**src/rtl/mul_unit.sv**
```systemverilog
// Sign-magnitude multiplier with a single registered output stage and valid strobe.
// Zero products always come out as all-zero; there is no negative zero.
module mul_unit #(
  parameter int MAG_W = 2
) (
  input  logic               clk,
  input  logic               rst_n,
  input  logic               in_valid,
  input  logic [MAG_W:0]     a,
  input  logic [MAG_W:0]     b,
  output logic [2*MAG_W:0]   product,
  output logic               out_valid
);

  function automatic logic [2*MAG_W-1:0] sm_mag(input logic [MAG_W:0] x,
                                                input logic [MAG_W:0] y);
    logic [2*MAG_W-1:0] xm;
    logic [2*MAG_W-1:0] ym;
    xm = {{MAG_W{1'b0}}, x[MAG_W-1:0]};
    ym = {{MAG_W{1'b0}}, y[MAG_W-1:0]};
    return xm * ym;
  endfunction

  function automatic logic sm_sign(input logic [MAG_W:0] x,
                                   input logic [MAG_W:0] y);
    return (x[MAG_W] ^ y[MAG_W]) & (|x[MAG_W-1:0]) & (|y[MAG_W-1:0]);
  endfunction

  // Stage p0: combinational magnitude product and zero-suppressed sign
  logic [2*MAG_W-1:0] mag_p0;
  logic               sign_p0;

  always_comb begin
    mag_p0  = sm_mag(a, b);
    sign_p0 = sm_sign(a, b);
  end

  // Stage p1: output register; product holds its value on idle cycles
  logic [2*MAG_W:0] product_p1;
  logic             vld_p1;

  always_ff @(posedge clk or negedge rst_n) begin
    if (!rst_n) begin
      product_p1 <= '0;
      vld_p1     <= 1'b0;
    end else begin
      vld_p1 <= in_valid;
      if (in_valid) begin
        product_p1 <= {sign_p0, mag_p0};
      end
    end
  end

  assign product   = product_p1;
  assign out_valid = vld_p1;

endmodule

```
**config.mk**
```make
export PLATFORM = sky130hd
export DESIGN_NAME = mul_unit
export DESIGN_NICKNAME = d
export VERILOG_FILES = /design/src/rtl/mul_unit.sv
export SDC_FILE = /design/constraint.sdc
export NUM_CORES = 1
export LEC_CHECK = 0
export ABC_AREA = 0
export CORE_AREA = 8 8 45 47
export CTS_BUF_LIST = sky130_fd_sc_hd__clkbuf_16
export CTS_CLUSTER_DIAMETER = 100
export DETAILED_ROUTE_END_ITERATION = 16
export DIE_AREA = 0 0 53 55
export PLACE_DENSITY = 0.46
export SLEW_MARGIN = 20
export SYNTH_ARGS = -nofsm -noshare
export SYNTH_HDL_FRONTEND = slang
export SYNTH_SLANG_ARGS = --single-unit
```
**constraint.sdc**
```tcl
create_clock -name clk -period 1.6 [get_ports clk]
set_input_delay 0.24 -clock clk [delete_from_list [all_inputs] [get_ports clk]]
set_output_delay 0.24 -clock clk [all_outputs]
set_load 0.01 [all_outputs]
```
# Word-level counts from Yosys, hierarchy flattened
# Cells that the tools add are included.
# Widths: inputs -> output; s select.
[op_classes]
n_mul = 1
bitwise_logic = 3
n_reduce_logical = 2
[ops]
columns = ["operator", "n"]
rows = [
  ["$mul 2x2->4", 1],
  ["$reduce_or 2->1", 2],
  ["$and 1x1->1", 2],
  ["$xor 1x1->1", 1],
]
[totals]
elab_cells = 8
reg_bits = 6
output_inout_bits = 6

# Depth between registers and ports, before layout
# Gate-level depths: netlist of run 1.
[depth]
depth_word = 3
ltp_mapped = 4

# Worst setup path before layout of run 1
# No wires, ideal clock.
[synth_timing]
kind = "input -> register"
startpoint = "input port a[0]"
endpoint = "register product_p1[2], in the netlist product[2]"
required_time_ns = 1.475
slack_ns = 0.410
n_path_buf = 0
stages = 4
arrival_ns = 1.065
cell_sequence = "and2_1 > ha_1 > ha_1 > mux2_4"
[synth_via]
elab_chain_len = 1
[synth_lines]
columns = ["element", "line", "rtl"]
rows = [
  ["start, declared", "9", "input logic [MAG_W:0] a,"],
  ["$mul 2x2->4", "21", "return xm * ym;"],
  ["named net mag_p0[2]", "30", "logic [2*MAG_W-1:0] mag_p0;"],
  ["end signal, assigned", "49", "product_p1 <= {sign_p0, mag_p0};"],
  ["end, declared", "39", "logic [2*MAG_W:0] product_p1;"],
]
# The timed path passes the listed nets, and every way through them passes these cells.
# A chain may end at the register's enable or synchronous reset.

# Worst setup path after layout of run 1
# Ends and elaborated chain as after synthesis.

==> qor.yml, run 1 <==
sta:
  hold_violations: 0
  tns_ps: 0
  clock_skew_ps: 0
  fin_crit_ps: 1436
  min_period_over_period: 0.8973
  slew_headroom: 0.7667
  drv_slew: 0
  rsz0062_at_grt: "no"
  fmax_mhz: 696.6
  max_slew.worst_pin.slew_ps: 348.9
  setup_viol: 0
clocking:
  tritoncts: "yes"
  post_cts_buffers: 0
  post_cts_resized: 0
  cts_buffer_depth: 2
  numCtsBuffers: 3
  clock-sinks: 6
  cts_max_level: 1
  clk_pin_slew_worst_paths_ps: 30
  cts_root_buf: "clkbuf_16"
  cts_hold_buf: 0
  clock_latency_ps: 220
synth:
  synth_top_cell_area_share: 0.5150
  yosys.area_share.simple: 0.08155
  synthArstFlopShare: 1.000
  yosysMostFrequentCell: "dfrtp_1"
  synthMuxAreaShare: 0.1545
  synth_compound_area_frac: 0.06867
  synth_edf_count: 0
  netlist_instances: 22
  synth_xor_area_frac: 0.03004
  synth-seq-cells: 6
  synth_commonest_cells: "dfrtp_1, and2_1, mux2_4"
  synthAdderAreaFrac: 0.08584
  synth_area_per_cell_um2: 13.25
  syn_nets: 33
  syn_area_um2: 291.5
  synth.distinct_cells: 11
  seq_area_frac_synth: 0.5150
  synth_warnings: 0
  synth_top_family_by_area: "multiplexers"
  synth_area_leader_cell: "dfrtp_1"
  ys_top_cells_by_area: "dfrtp_1, mux2_4, ha_1"
  synthFlopType: "dfrtp_1"
pwr:
  seq_power_share: 0.256
  p_sw_uw: 120.3
  p_clk_frac: 0.600
  total_power_uw: 670.8
  p_int_uw: 550.5
  peakVddDrop_mv: 0.5117
  combPwrFrac: 0.144
  swShare: 0.1793
  total_leakage_power_uw: 0.0002501
  power.density_nw_per_um2: 1230
die:
  dieArea_um2: 2915
  die_width_um: 53
  core.rowCount: 14
  die_h_um: 55
  coreArea_um2: 1384
  io_pins: 15
  initial_core_util: 0.2107
route:
  drt-initial-drc-count: 1
  postRouteAntennaNets: 0
  post_drt_wl_per_cell_um: 12.05
  drc: 0
  vias: 237
  wl_um: 699
  firstDrtPassIters: 2
  avgViaCountPerCell: 4.086
setup_path:
  critPathLaunchType: "input pin"
  r2r_start: "product[1]"
  crit_fanout: 2
  arrival_ps: 1540
  crit_type: "input pin to flip-flop"
  r2r-end: "product[1]"
  cp.required_ps: 1710
  critPathCaptureType: "flip-flop"
  r2r_slack_ps: 850
  ff2ff_path_depth: 1
finish:
  fillCellCount: 147
  drive_above_1_share: 0.2381
  fin_nets: 55
  final_cell_count_no_fill: 58
  final_area_um2: 545.5
  syn2layout_area_growth_pct: 87.12
  multi_input_area_um2: 122.6
  ff_latch_area_um2: 150.1
  antenna_cells: 0
grt:
  grt_pass1_vias: 284
  antenna_found_initial: 0
  grt_use_total: 0.05921
  globalRoute.totalOverflow: 0
  grt_max_degree: 9
  grt_pass1_wl_um: 1179
flow_run:
  cap_violations: 0
place:
  dpl.hpwl_um: 580
  gp_congestion: 0.6865
  portBuffers: 14
  placed_cells: 55
  dpl_cell_area_um2: 470.5
hold_path:
  worstHoldPathType: "input pin to asynchronous set/reset pin"
outcome:
  outcome: "complete, no violations"
per-layer routing:
layer	global-route usage	routed length [um]	up-vias
met5	0	0	-
met4	0.05172	11	0
met3	0.04011	62	2
met2	0.08398	346	8
met1	0.05828	278	111
li1	-	-	116
power by group through the flow:
stage | clock, uW | combinational (uW) | sequential, uW
after floorplan | 0 | 29.6 | 181
after global placement | 0 | 97.1 | 174
after detailed placement | 0 | 98.3 | 174
after CTS | 409 | 99.4 | 173
after global routing | 416 | 105 | 174
final | 402 | 96.7 | 172
worst max-delay path, cell delays in order:
cell	delay [ps]
clkdlybuf4s50_1	420
and2_1	170
ha_1	190
ha_1	270
mux2_4	250
state kept, by name, summed over array words and instances (netlist names):
register and cells:
out_valid 1, product 5
worst max-delay path by stage:
stage	start	endpoint	slack (ps)	cells after the start
6_report	a[0]	product[2]	160	5
5_1_grt	a[0]	product[2]	110	5
4_1_cts	a[0]	product[2]	150	5
3_5_place_dp	a[0]	product[2]	-80	5
3_3_place_gp	a[0]	product[2]	-40	5
2_1_floorplan	a[0]	product[2]	410	4
cells by family after synthesis:
kind of cell	count (synthesis)
AOI/OAI and AO/OA	3
xor gates and xnor gates	1
adders and majority gates	2
buffers and inverters	3
DFF	6
muxes	3
and+or+nand+nor	4
cell usage in the layout (no fill, tap or decap), types with 2 or more instances in the layout:
cell type        synthesis  layout
clkdlybuf4s50_1          0      14
dfrtp_1                  6       6
buf_4                    0       4
and2_1                   3       3
mux2_4                   3       3
clkbuf_16                0       3
inv_1                    2       2
ha_1                     2       2
through the flow:
| step | utilization | worst slack [ps] | hold slack [ps] |
|---|---|---|---|
| after floorplan | - | 410.1 | -55.59 |
| final | 0.3942 | 164.4 | 263.8 |
| after CTS | 0.3942 | 150.1 | 278.4 |
| after global placement | 0.3400 | -39.00 | 498.9 |
| after global routing | 0.3942 | 109.8 | 288.1 |
| after detailed placement | 0.3400 | -79.90 | 503.0 |
cell type report:
type                    instances  share of cell area
clock buffers                   3              0.1376
well taps                      16             0.03670
multi-input cells              13              0.2248
repair buffers                 18              0.3119
flip-flops and latches          6              0.2752
inverters                       2             0.01376
No activity file was read; power rests on OpenSTA's default activity.
==> run 2, diff against run 1 <==
- CTS_BUF_LIST: sky130_fd_sc_hd__clkbuf_16 -> unset
==> qor.yml, run 2 (synthesis results as in run 1) <==
outcome:
  outcome: "complete, no violations"
clocking:
  cts_buffer_depth: 2  # unchanged
  post_cts_resized: 0  # unchanged
  cts_max_level: 1  # unchanged
  cts_root_buf: "clkbuf_4"
  post_cts_buffers: 0  # unchanged
  tritoncts: "yes"
  numCtsBuffers: 3  # unchanged
  clock-sinks: 6  # unchanged
  cts_hold_buf: 0  # unchanged
  clock_latency_ps: 240  # +20 ps
  clk_pin_slew_worst_paths_ps: 50  # +20 ps
sta:
  slew_headroom: 0.7608  # -0.005849
  max_slew.worst_pin.slew_ps: 357.7  # +8.746 ps
  fmax_mhz: 705.2  # +1.2%
  hold_violations: 0  # unchanged
  rsz0062_at_grt: "no"
  drv_slew: 0  # unchanged
  clock_skew_ps: 0  # unchanged
  min_period_over_period: 0.8862  # -0.01106
  fin_crit_ps: 1418  # -17.70 ps
  setup_viol: 0  # unchanged
hold_path:
  worstHoldPathType: "input pin to asynchronous set/reset pin"
setup_path:
  crit_fanout: 2  # unchanged
  critPathCaptureType: "flip-flop"
  cpLargestDelayFamily: "adder cells"
  crit_chain: "clkdlybuf4s50_1 > and2_1 > ha_1 > ha_1 > mux2_4"
  arrival_ps: 1550  # about the same
  cpMaxStageDelayCell: "clkdlybuf4s50_1"
  crit_path_frequent_cell: "ha_1"
  cp.required_ps: 1730  # +20 ps
  crit_buf_inv: 1  # unchanged
  r2r_slack_ps: 850  # about the same
  cpPeakStageDelay_ps: 420  # about the same
  critPathLaunchType: "input pin"
  worstSetupStartpoint: "a[0]"
  crit_type: "input pin to flip-flop"
  r2r_start: "product[1]"
finish:
  largest_reg_flops: 5  # unchanged
  fin_nets: 55  # unchanged
  layout.cells.most_common: "clkdlybuf4s50_1"
  syn2layout_area_growth_pct: 69.10
  mostFrequentLayoutCells: "clkdlybuf4s50_1, dfrtp_1, buf_4"
  final_area_um2: 493.0  # -9.6%
  drive_above_1_share: 0.2381  # unchanged
  antenna_cells: 0  # unchanged
pwr:
  total_power_uw: 411.3  # -39%
  peakVddDrop_mv: 0.2744  # -46%
  power.density_nw_per_um2: 834.4  # -32%
  total_leakage_power_uw: 0.0002270  # -9.3%
route:
  postRouteAntennaNets: 0  # unchanged
  drc: 0  # unchanged
  post_drt_wl_per_cell_um: 12.17  # +1.0%
  wl_um: 706  # +1.0%
  avgViaCountPerCell: 4.034  # -1.3%
  vias: 234  # -1.3%
  drt-initial-drc-count: 1  # unchanged
  firstDrtPassIters: 2  # unchanged
die:
  die_h_um: 55  # unchanged
  initial_core_util: 0.2107  # unchanged
  die_width_um: 53  # unchanged
  io_pins: 15  # unchanged
  coreArea_um2: 1384  # unchanged
  core.rowCount: 14  # unchanged
  dieArea_um2: 2915  # unchanged
grt:
  globalRoute.totalOverflow: 0  # unchanged
  grt_use_total: 0.06195  # +0.002741
  grt_pass1_wl_um: 1173  # -0.51%
  antenna_found_initial: 0  # unchanged
  grt_max_degree: 9  # unchanged
  grt_pass1_vias: 283  # -0.35%
place:
  dpl_cell_area_um2: 470.5  # unchanged
  portBuffers: 14  # unchanged
  dpl.hpwl_um: 580  # unchanged
  gp_congestion: 0.6865  # unchanged
flow_run:
  cap_violations: 0  # unchanged
run 2: metal layers:
layer,up-vias,share of wire,global-route usage
li1,115,-,-
met1,109,0.38,0.05521
met2,8,0.52,0.08594
met3,2,0.088,0.04011
met4,0,0.016,0.07759
met5,-,0,0
run 2: worst paths after layout:
check | end | cells past startpoint
worst min register to register | product[3] | 1
max in group asynchronous | product[0] | 1
min in group clk | product[3] | 1
worst max register to register | product[1] | 1
worst max-delay path | product[2] | 5
worst min-delay path | product[3] | 1
run 2: power breakdown:
| group | internal [uW] | switching (uW) |
|---|---|---|
| clock network | 85.1 | 57.9 |
| logic | 64.1 | 33.0 |
| registers | 165 | 6.03 |
run 2: area by class of cell:
class | instances | area [um2]
fillers | 157 | 890.9
flip-flops and latches | 6 | 150.1
clock buffers | 3 | 22.52
inverters | 2 | 7.507
well taps | 16 | 20.02
multi-input cells | 13 | 122.6
repair buffers | 18 | 170.2
run 2: stage by stage:
stage / utilization / setup TNS [ps] / cells / hold slack (ps) / setup WS, ps
floorplan: - / 0 / 22 / -55.59 / 410.1
global placement: 0.3400 / -39.00 / 55 / 498.9 / -39.00
detailed placement: 0.3400 / -79.90 / 55 / 503.0 / -79.90
CTS: 0.3562 / 0 / 58 / 244.9 / 182.9
finish: 0.3562 / 0 / 58 / 241.1 / 182.1
global route: 0.3562 / 0 / 58 / 251.0 / 146.0
